==> src/rtl/prog_loader_pkg.sv <==
// Shared types and constants for the boot-time program loader.
// The CSUM state only exists when PROG_LOADER_CHECKSUM_EN is defined.
package prog_loader_pkg;

  localparam int DEF_D = 12;
  localparam int DEF_W = 9;
  localparam int CNT_W = 12;

  // Bits that must be zero in the count-high and word-high bytes.
  localparam logic [7:0] CNT_HI_RSVD = 8'hF0;
  localparam logic [7:0] W_HI_RSVD   = 8'hFE;

  typedef enum logic [2:0] {
    S_IDLE,
    S_CNT_LO,
    S_CNT_HI,
    S_W_LO,
    S_W_HI,
`ifdef PROG_LOADER_CHECKSUM_EN
    S_CSUM,
`endif
    S_DONE,
    S_ERR
  } state_t;

endpackage

==> src/rtl/prog_loader_csum.sv <==
// Running XOR of stream bytes, with a clear used when a new load starts.
module prog_loader_csum (
  input  logic       clk,
  input  logic       reset,
  input  logic       clear,
  input  logic       en,
  input  logic [7:0] data,
  output logic [7:0] sum
);

  // NOTE: sequential state uses non-blocking assignments so every flop
  // samples the pre-edge value of its inputs, independent of block order.
  always_ff @(posedge clk) begin
    if (reset || clear) sum <= '0;
    else if (en)        sum <= sum ^ data;
  end

endmodule

==> src/rtl/prog_loader.sv <==
// Byte-stream program loader: parses count + 9-bit words into instruction
// memory. Define PROG_LOADER_CHECKSUM_EN to require a trailing XOR byte.
module prog_loader
  import prog_loader_pkg::*;
#(
  parameter int D = DEF_D,
  parameter int W = DEF_W
) (
  input  logic         clk,
  input  logic         reset,
  input  logic         start,
  input  logic         in_valid,
  input  logic [7:0]   in_byte,
  output logic         in_ready,
  output logic         wr_en,
  output logic [D-1:0] wr_addr,
  output logic [W-1:0] wr_data,
  output logic         cpu_hold,
  output logic         load_done,
  output logic         err
);

  state_t             state_q, state_d;
  logic [7:0]         cnt_lo_q;
  logic [7:0]         lo_q;
  logic [CNT_W-1:0]   rem_q;
  logic [D-1:0]       idx_q;
  logic               xfer;
  logic               start_ok;
  logic               hi_bad;
  logic               w_bad;
  logic [CNT_W-1:0]   count_w;

  assign xfer     = in_valid && in_ready;
  assign start_ok = start && (state_q == S_IDLE || state_q == S_DONE || state_q == S_ERR);
  assign hi_bad   = (in_byte & CNT_HI_RSVD) != 8'h00;
  assign w_bad    = (in_byte & W_HI_RSVD) != 8'h00;
  assign count_w  = {in_byte[3:0], cnt_lo_q};

`ifdef PROG_LOADER_CHECKSUM_EN
  localparam state_t TAIL = S_CSUM;
  logic [7:0] csum;

  prog_loader_csum u_csum (
    .clk   (clk),
    .reset (reset),
    .clear (start_ok),
    .en    (xfer && state_q != S_CSUM),
    .data  (in_byte),
    .sum   (csum)
  );
`else
  localparam state_t TAIL = S_DONE;
`endif

  always_ff @(posedge clk) begin
    if (reset) state_q <= S_IDLE;
    else       state_q <= state_d;
  end

  always_comb begin
    // NOTE: default first so every path assigns state_d and no latch forms.
    state_d = state_q;
    case (state_q)
      S_IDLE, S_DONE, S_ERR: if (start) state_d = S_CNT_LO;
      S_CNT_LO: if (xfer) state_d = S_CNT_HI;
      S_CNT_HI: if (xfer) begin
        if (hi_bad)             state_d = S_ERR;
        else if (count_w == '0) state_d = TAIL;
        else                    state_d = S_W_LO;
      end
      S_W_LO: if (xfer) state_d = S_W_HI;
      S_W_HI: if (xfer) begin
        if (w_bad)                        state_d = S_ERR;
        else if (rem_q == CNT_W'(1))      state_d = TAIL;
        else                              state_d = S_W_LO;
      end
`ifdef PROG_LOADER_CHECKSUM_EN
      S_CSUM: if (xfer) state_d = (in_byte == csum) ? S_DONE : S_ERR;
`endif
      default: state_d = S_IDLE;
    endcase
  end

  always_comb begin
    in_ready  = 1'b0;
    cpu_hold  = 1'b0;
    load_done = 1'b0;
    err       = 1'b0;
    case (state_q)
      S_DONE: load_done = 1'b1;
      S_ERR:  err       = 1'b1;
      S_IDLE: ;
      default: begin
        in_ready = 1'b1;
        cpu_hold = 1'b1;
      end
    endcase
  end

  // Word capture and the registered one-cycle write strobe.
  always_ff @(posedge clk) begin
    if (reset) begin
      cnt_lo_q <= '0;
      lo_q     <= '0;
      rem_q    <= '0;
      idx_q    <= '0;
      wr_en    <= 1'b0;
      wr_addr  <= '0;
      wr_data  <= '0;
    end else begin
      wr_en <= 1'b0;
      if (start_ok) idx_q <= '0;
      if (xfer) begin
        case (state_q)
          S_CNT_LO: cnt_lo_q <= in_byte;
          S_CNT_HI: rem_q    <= count_w;
          S_W_LO:   lo_q     <= in_byte;
          S_W_HI: if (!w_bad) begin
            wr_en   <= 1'b1;
            wr_addr <= idx_q;
            wr_data <= W'({in_byte[0], lo_q});
            idx_q   <= idx_q + 1'b1;
            rem_q   <= rem_q - 1'b1;
          end
          default: ;
        endcase
      end
    end
  end

endmodule
==> config.mk <==
export PLATFORM = sky130hd
export DESIGN_NAME = prog_loader
export DESIGN_NICKNAME = d
export VERILOG_FILES = /design/src/rtl/prog_loader_pkg.sv /design/src/rtl/prog_loader_csum.sv /design/src/rtl/prog_loader.sv
export SDC_FILE = /design/constraint.sdc
export NUM_CORES = 1
export LEC_CHECK = 0
export BUFFER_PORTS_ARGS = -buffer_cell sky130_fd_sc_hd__buf_2
export CAP_MARGIN = 20
export CORE_MARGIN = 2
export CORE_UTILIZATION = 49
export DETAILED_ROUTE_END_ITERATION = 12
export PLACE_DENSITY = 0.69
export SYNTH_ARGS = -nofsm -noshare
export SYNTH_HDL_FRONTEND = slang
export SYNTH_SLANG_ARGS = --single-unit
==> constraint.sdc <==
create_clock -name clk -period 2.7 [get_ports clk]
set_clock_uncertainty 0.05 [all_clocks]
set_input_delay 0.54 -clock clk [delete_from_list [all_inputs] [get_ports clk]]
set_output_delay 0.54 -clock clk [all_outputs]
set_load 0.01 [all_outputs]
## Word-level counts from Yosys, hierarchy flattened

Cells that the tools add are included.

- Register bits: 65
- Bits in latches: 0
- Memory bits (writable): 0
- ROM bits: 0
- Input bits: 12
- Output and inout port bits: 26
- Logic and storage cells: 62
- Memories kept: 0

- Add/subtract/negate cells: 2
- Multiply operators: 0
- Divide/modulo/power cells: 0
- Magnitude comparators: 0
- Eq/ne operators: 13
- Shift-type cells: 0
- Mux-type cells: 20
- Bitwise logic cells: 3
- Reductions and logical operators: 16

Operator list:

| operator | count |
|---|---|
| 12-bit 2-to-1 mux | 5 |
| 3-bit 2-to-1 mux | 9 |
| 12-bit case mux with 2 select lines | 1 |
| 8-bit nonzero test | 2 |
| 3-bit case mux with 5 select lines | 1 |
| 12-bit by 1-bit adder with 12-bit output (second input constant) | 1 |
| 12-bit by 1-bit == test with 1-bit output (second input constant) | 1 |
| 12-bit logical NOT | 1 |
| 12-bit by 1-bit subtractor with 12-bit output (second input constant) | 1 |
| 2-bit inequality test (second input constant) | 5 |
| 3-bit == test (second input constant) | 3 |
| 3-bit by 2-bit == test with 1-bit output (second input constant) | 2 |
| 3-bit AND reduction | 2 |
| 3-bit OR reduction | 2 |
| 5-bit AND reduction | 1 |
| 1-bit 2-to-1 mux | 4 |
| 2-bit AND reduction | 2 |
| 3-bit by 1-bit == test with 1-bit output (second input constant) | 1 |
| 3-bit logical NOT | 1 |
| 1-bit NOT | 3 |
| 1-bit logical AND | 2 |
| 1-bit logical OR | 2 |
| 2-bit by 1-bit inequality test with 1-bit output (second input constant) | 1 |
| 2-bit nonzero test | 1 |

## Logic depth before layout (Yosys ltp)

- Depth in word-level cells: 8
- Mapped depth: 8
- Depth with buffers taken out: 7

## Worst setup path after synthesis

No wires, ideal clock.

- Path kind: input-to-reg
- Start: input in_byte[4]
- End: register idx_q[11]
- Library setup time: 0.059 ns
- Arrival time: 2.126 ns
- Required time: 2.591 ns
- Path slack: 0.465 ns
- Stages on the path: 5
- Buffers on the path: 0
- Path through: nor4_4 -> nand3_2 -> or4_4 -> or4_1 -> nand2_1

- Word-level cells in the longest chain between the ends: 4

RTL lines:

| item | RTL line | text |
|---|---|---|
| start, declared | prog_loader.sv:13 | `input logic [7:0] in_byte,` |
| 8-bit nonzero test | prog_loader.sv:37 | `assign w_bad = (in_byte & W_HI_RSVD) != 8'h00;` |
| 12-bit 2-to-1 mux | prog_loader.sv:119 | `S_W_HI: if (!w_bad) begin` |
| 12-bit 2-to-1 mux | prog_loader.sv:115 | `case (state_q)` |
| 12-bit 2-to-1 mux | prog_loader.sv:114 | `if (xfer) begin` |
| end signal, assigned | prog_loader.sv:123 | `idx_q <= idx_q + 1'b1;` |
| end, declared | prog_loader.sv:27 | `logic [D-1:0] idx_q;` |

No other way between the ends.
A chain may end at the register's enable or synchronous reset.

## Worst setup path after layout

- Start: register state_q[0]
- End: output in_ready

- Word-level cells in the longest chain between the ends: 3
- Elaborated cells on any way between the ends: 5
- Those cells by class: eq/ne: 2; mux: 1; reduce/logical: 2

RTL lines:

| item | RTL line | text |
|---|---|---|
| start, declared | prog_loader.sv:23 | `state_t state_q, state_d;` |
| start signal, assigned | prog_loader.sv:58 | `else state_q <= state_d;` |
| 3-bit == test or 3-bit logical NOT (tied branches) | prog_loader.sv:90 | `case (state_q)` |
| 3-bit OR reduction (no source line) (*) | n/a |  |
| 1-bit 2-to-1 mux (*) | prog_loader.sv:90 |  |
| end, declared | prog_loader.sv:14 | `output logic in_ready,` |

Every way passes the cells marked *; elsewhere a longest branch is shown, timed or not.

==> metrics.md <==
| Metric | Value |
|---|---|
| Status | `complete, no violations` |
| Netlist Area Pre-Place | `~3000 um2` |
| Routed length per instance | `around 14 um` |
| Total Wirelength | `6.74 mm` |
| Largest net degree at the start of global routing | `35` |
| Syn nets | `around 400` |
| Worst Path Required | `2.11 ns` |
| 1st-pass router iterations | `5` |
| Num rows | `28` |
| Chip height | `just over 80 um` |
| CP Capture Type | `output pin` |
| DPL Wire Length | `4.57 mm` |
| Post-cts resize count | `0` |
| Iteration-0 DRC Markers | `~120` |
| Post-CTS setup buffer count | `0` |
| # H-tree levels | `3` |
| Startpoint types | `flop` |
| Post-route DRC violation count | `0` |
| Most used flip-flop cell after synthesis | `dfxtp_1` |
| Critical path data arrival time | `roughly 1.7 ns` |
| Die Area | `6740 um2` |
| EDFF count, synth | `0` |
| Mapped Cells | `380` |
| Fmax | `between 400 and 500 MHz` |
| Worst-path cell chain | `buf_4 > mux2i_1 > inv_1 > buf_2` |
| Actual slew at the worst max-slew pin | `between 0.5 and 0.6 ns` |
| Worst Path Max Fanout | `14` |
| Clock Path Buffers | `2` |
| Sequential area share after synthesis | `roughly 44%` |
| Max-slew violations | `0` |
| Clock transition at the registers of the reported paths | `0.08 ns` |
| Peak supply drop | `0.441 mV` |
| Antenna cell count | `0` |
| Hold Buf Count CTS | `0` |
| Pwr Total | `around 0.0026 W` |
| Post-synthesis async set-or-reset flop share | `0%` |
| HP Class | `flop to flop` |
| Buf/Inv on CP | `3` |
| IO Port Bufs | `37` |
| First-pass GRT wire length | `about 11 mm` |
| Leakage | `approximately 1.3 nW` |
| Root Driver | `clkbuf_8` |
| Post-DR vias/cell | `around 5.5` |
| Area contributors post-synth | `dfxtp_1 44%, nand2_1 10%, a21oi_1 8.5%` |
| Net switching share of the total power | `approximately 29%` |
| Max_slew headroom | `about 62%` |
| RSZ-0062 raised after global routing | `no` |
| Clk network pwr share | `39.1%` |
| Clk_lat worst skew | `roughly 0.34 ns` |
| Synth warn | `0` |
| Die W | `about 82 um` |
| Placed Cells incl. Taps | `~480` |
| P&R area growth vs syn | `17.3%` |
| Final instance count without filler cells | `~490` |
| CP max stage cell | `dfxtp_1` |
| Layout cells sized above 1 | `around 17%` |
| CTS tree | `built` |
| Detailed-route via count | `~2700` |
| Final net count | `~430` |
| #FFs+latches synth | `65` |
| Total gr overflow | `0` |
| TritonCTS Buffers | `9` |
| Fin. Hold Viols | `0` |
| Share of the synthesized area in the top cell type | `a little over two fifths` |
| Final setup violating endpoints | `0` |
| Vias in the first global route | `between 2000 and 2500` |
| Switching pwr | `between 0.0007 and 0.0008 W` |
| GP Congestion | `about 0.8` |
| Yosys top cell by area | `dfxtp_1` |
| Max-cap violations | `0` |
| Post-Place Worst Slack | `about 0.25 ns` |
| Most frequent cell after synthesis | `nand2_1` |
| WS Path Type | `flop to output pin` |
| Yosys cell types | `52` |
| Routed Antenna Nets | `0` |
| Worst path max stage delay | `slightly below 0.6 ns` |
| Synth top cells by count | `83 x nand2_1, 65 x dfxtp_1, 51 x a21oi_1` |
| Avg Cell Area, Syn | `slightly below 8 um2` |
| Combinational power share | `between 10% and 20%` |
| Final WS setup | `0.443 ns` |
| Post-route minimum period | `between 2 and 2.5 ns` |
| Clk sinks | `65` |
| Reg power frac | `a little over two fifths` |
| Boundary Pins | `38` |
| Core footprint | `5920 um2` |
| Setup_tns | `0 ns` |
| Starting Density | `approximately 50%` |
| Period utilisation layout | `between 80% and 90%` |
| # fillers | `541` |
| Top delay family on crit path | `flip-flops` |
| P_int | `0.00184 W` |
| Gr usage total | `a little over a fifth` |
| Initial antenna violation count | `0` |
| Pwr Density | `~740 nW/um2` |
-- per-layer routing --
layer / up-vias / routed length (um) / global-route usage, %
li1: 1380 / - / -
met1: 1238 / 3320 / 29.8
met2: 66 / 3030 / 33.1
met3: 11 / 289 / 4.46
met4: 0 / 98 / 7.67
met5: - / 0 / 0
-- per-stage QoR --
step / utilization, % / cell area [um2] / hold WS (ns)
6_report: 59.2 / 3510 / 0.399
5_1_grt: 59.2 / 3510 / 0.418
3_5_place_dp: 55.1 / 3260 / 0.394
3_3_place_gp: 55.1 / 3260 / 0.389
2_1_floorplan: - / 2990 / 0.382
4_1_cts: 59.2 / 3510 / 0.404
-- worst reg2reg max path: stages (launching register included) --
cell	delay, ns
dfxtp_1	0.49
and4bb_1	0.39
nand3_2	0.10
or4_4	0.58
or4_1	0.40
nand2_1	0.08
-- power groups by stage --
| stage | logic, W | registers, W | clock network [W] |
|---|---|---|---|
| 3_5_place_dp | 0.000499 | 0.00111 | 0 |
| 5_1_grt | 0.000569 | 0.00110 | 0.00107 |
| 6_report | 0.000503 | 0.00109 | 0.00102 |
| 4_1_cts | 0.000503 | 0.00109 | 0.00103 |
| 2_1_floorplan | 0.000435 | 0.00104 | 0 |
| 3_3_place_gp | 0.000496 | 0.00111 | 0 |
-- cell type report --
class / instances / area [um2] / area share (%)
clock buffer: 10 / 128 / 3.64
clock inverter: 6 / 115 / 3.28
inverter: 4 / 15.0 / 0.428
multi-input combinational: 285 / 1580 / 45.0
sequential: 65 / 1300 / 37.1
tap: 75 / 93.8 / 2.68
timing repair buffer: 49 / 275 / 7.85
-- kinds of logic (layout without fill, tap and decap cells) --
kind of cell	after synthesis	in the layout	synth area share, %
adder cells (fa/ha/maj)	3	3	1.26
flip-flops	65	65	43.5
buffers and inverters	30	69	3.89
AND/OR/NAND/NOR	174	174	28.2
multiplexers	10	10	3.35
XOR/XNOR	9	9	2.64
AO/OA/AOI/OAI	89	89	17.1
-- path summary, 6_finish.rpt --
path                            from                      end  slack [ns]  cells after the start
max reg2reg  state_q[1]$_SDFFE_PP0P_     idx_q[11]$_SDFF_PP0_        0.55                      5
min reg2reg     lo_q[0]$_SDFFE_PP0P_  wr_data[0]$_SDFFE_PP0P_        0.40                      2
min             lo_q[0]$_SDFFE_PP0P_  wr_data[0]$_SDFFE_PP0P_        0.40                      2
max          state_q[0]$_SDFFE_PP0P_                 in_ready        0.44                      4
-- flip-flops by register name, indices dropped and copies added, names as in the netlist --
register / cells
wr_data: 9
idx_q: 12
lo_q: 8
state_q: 3
cnt_lo_q: 8
rem_q: 12
wr_en: 1
wr_addr: 12
-- cells in the final DEF, fill, tap and decap left out, drive strengths merged, types with 2 or more instances in the layout --
master / synthesis / final
nor2b: 3 / 3
or3b: 2 / 2
xnor2: 4 / 4
bufinv: 0 / 3
nor4: 4 / 4
or4: 4 / 4
xor2: 5 / 5
o21ai: 16 / 16
nand3: 10 / 10
nor3: 10 / 10
nand2: 83 / 83
o31ai: 5 / 5
nand2b: 5 / 5
o211ai: 2 / 2
a22o: 2 / 2
or3: 2 / 2
or2: 2 / 2
mux2i: 10 / 10
and2: 3 / 3
nor2: 31 / 31
dfxtp: 65 / 65
clkbuf: 24 / 10
ha: 3 / 3
a31oi: 2 / 2
o41ai: 2 / 2
a21oi: 51 / 51
and3: 2 / 2
nand4: 4 / 4
nor3b: 3 / 3
buf: 2 / 49
inv: 4 / 5
or4b: 2 / 2
(Power assumes the default switching activity.)
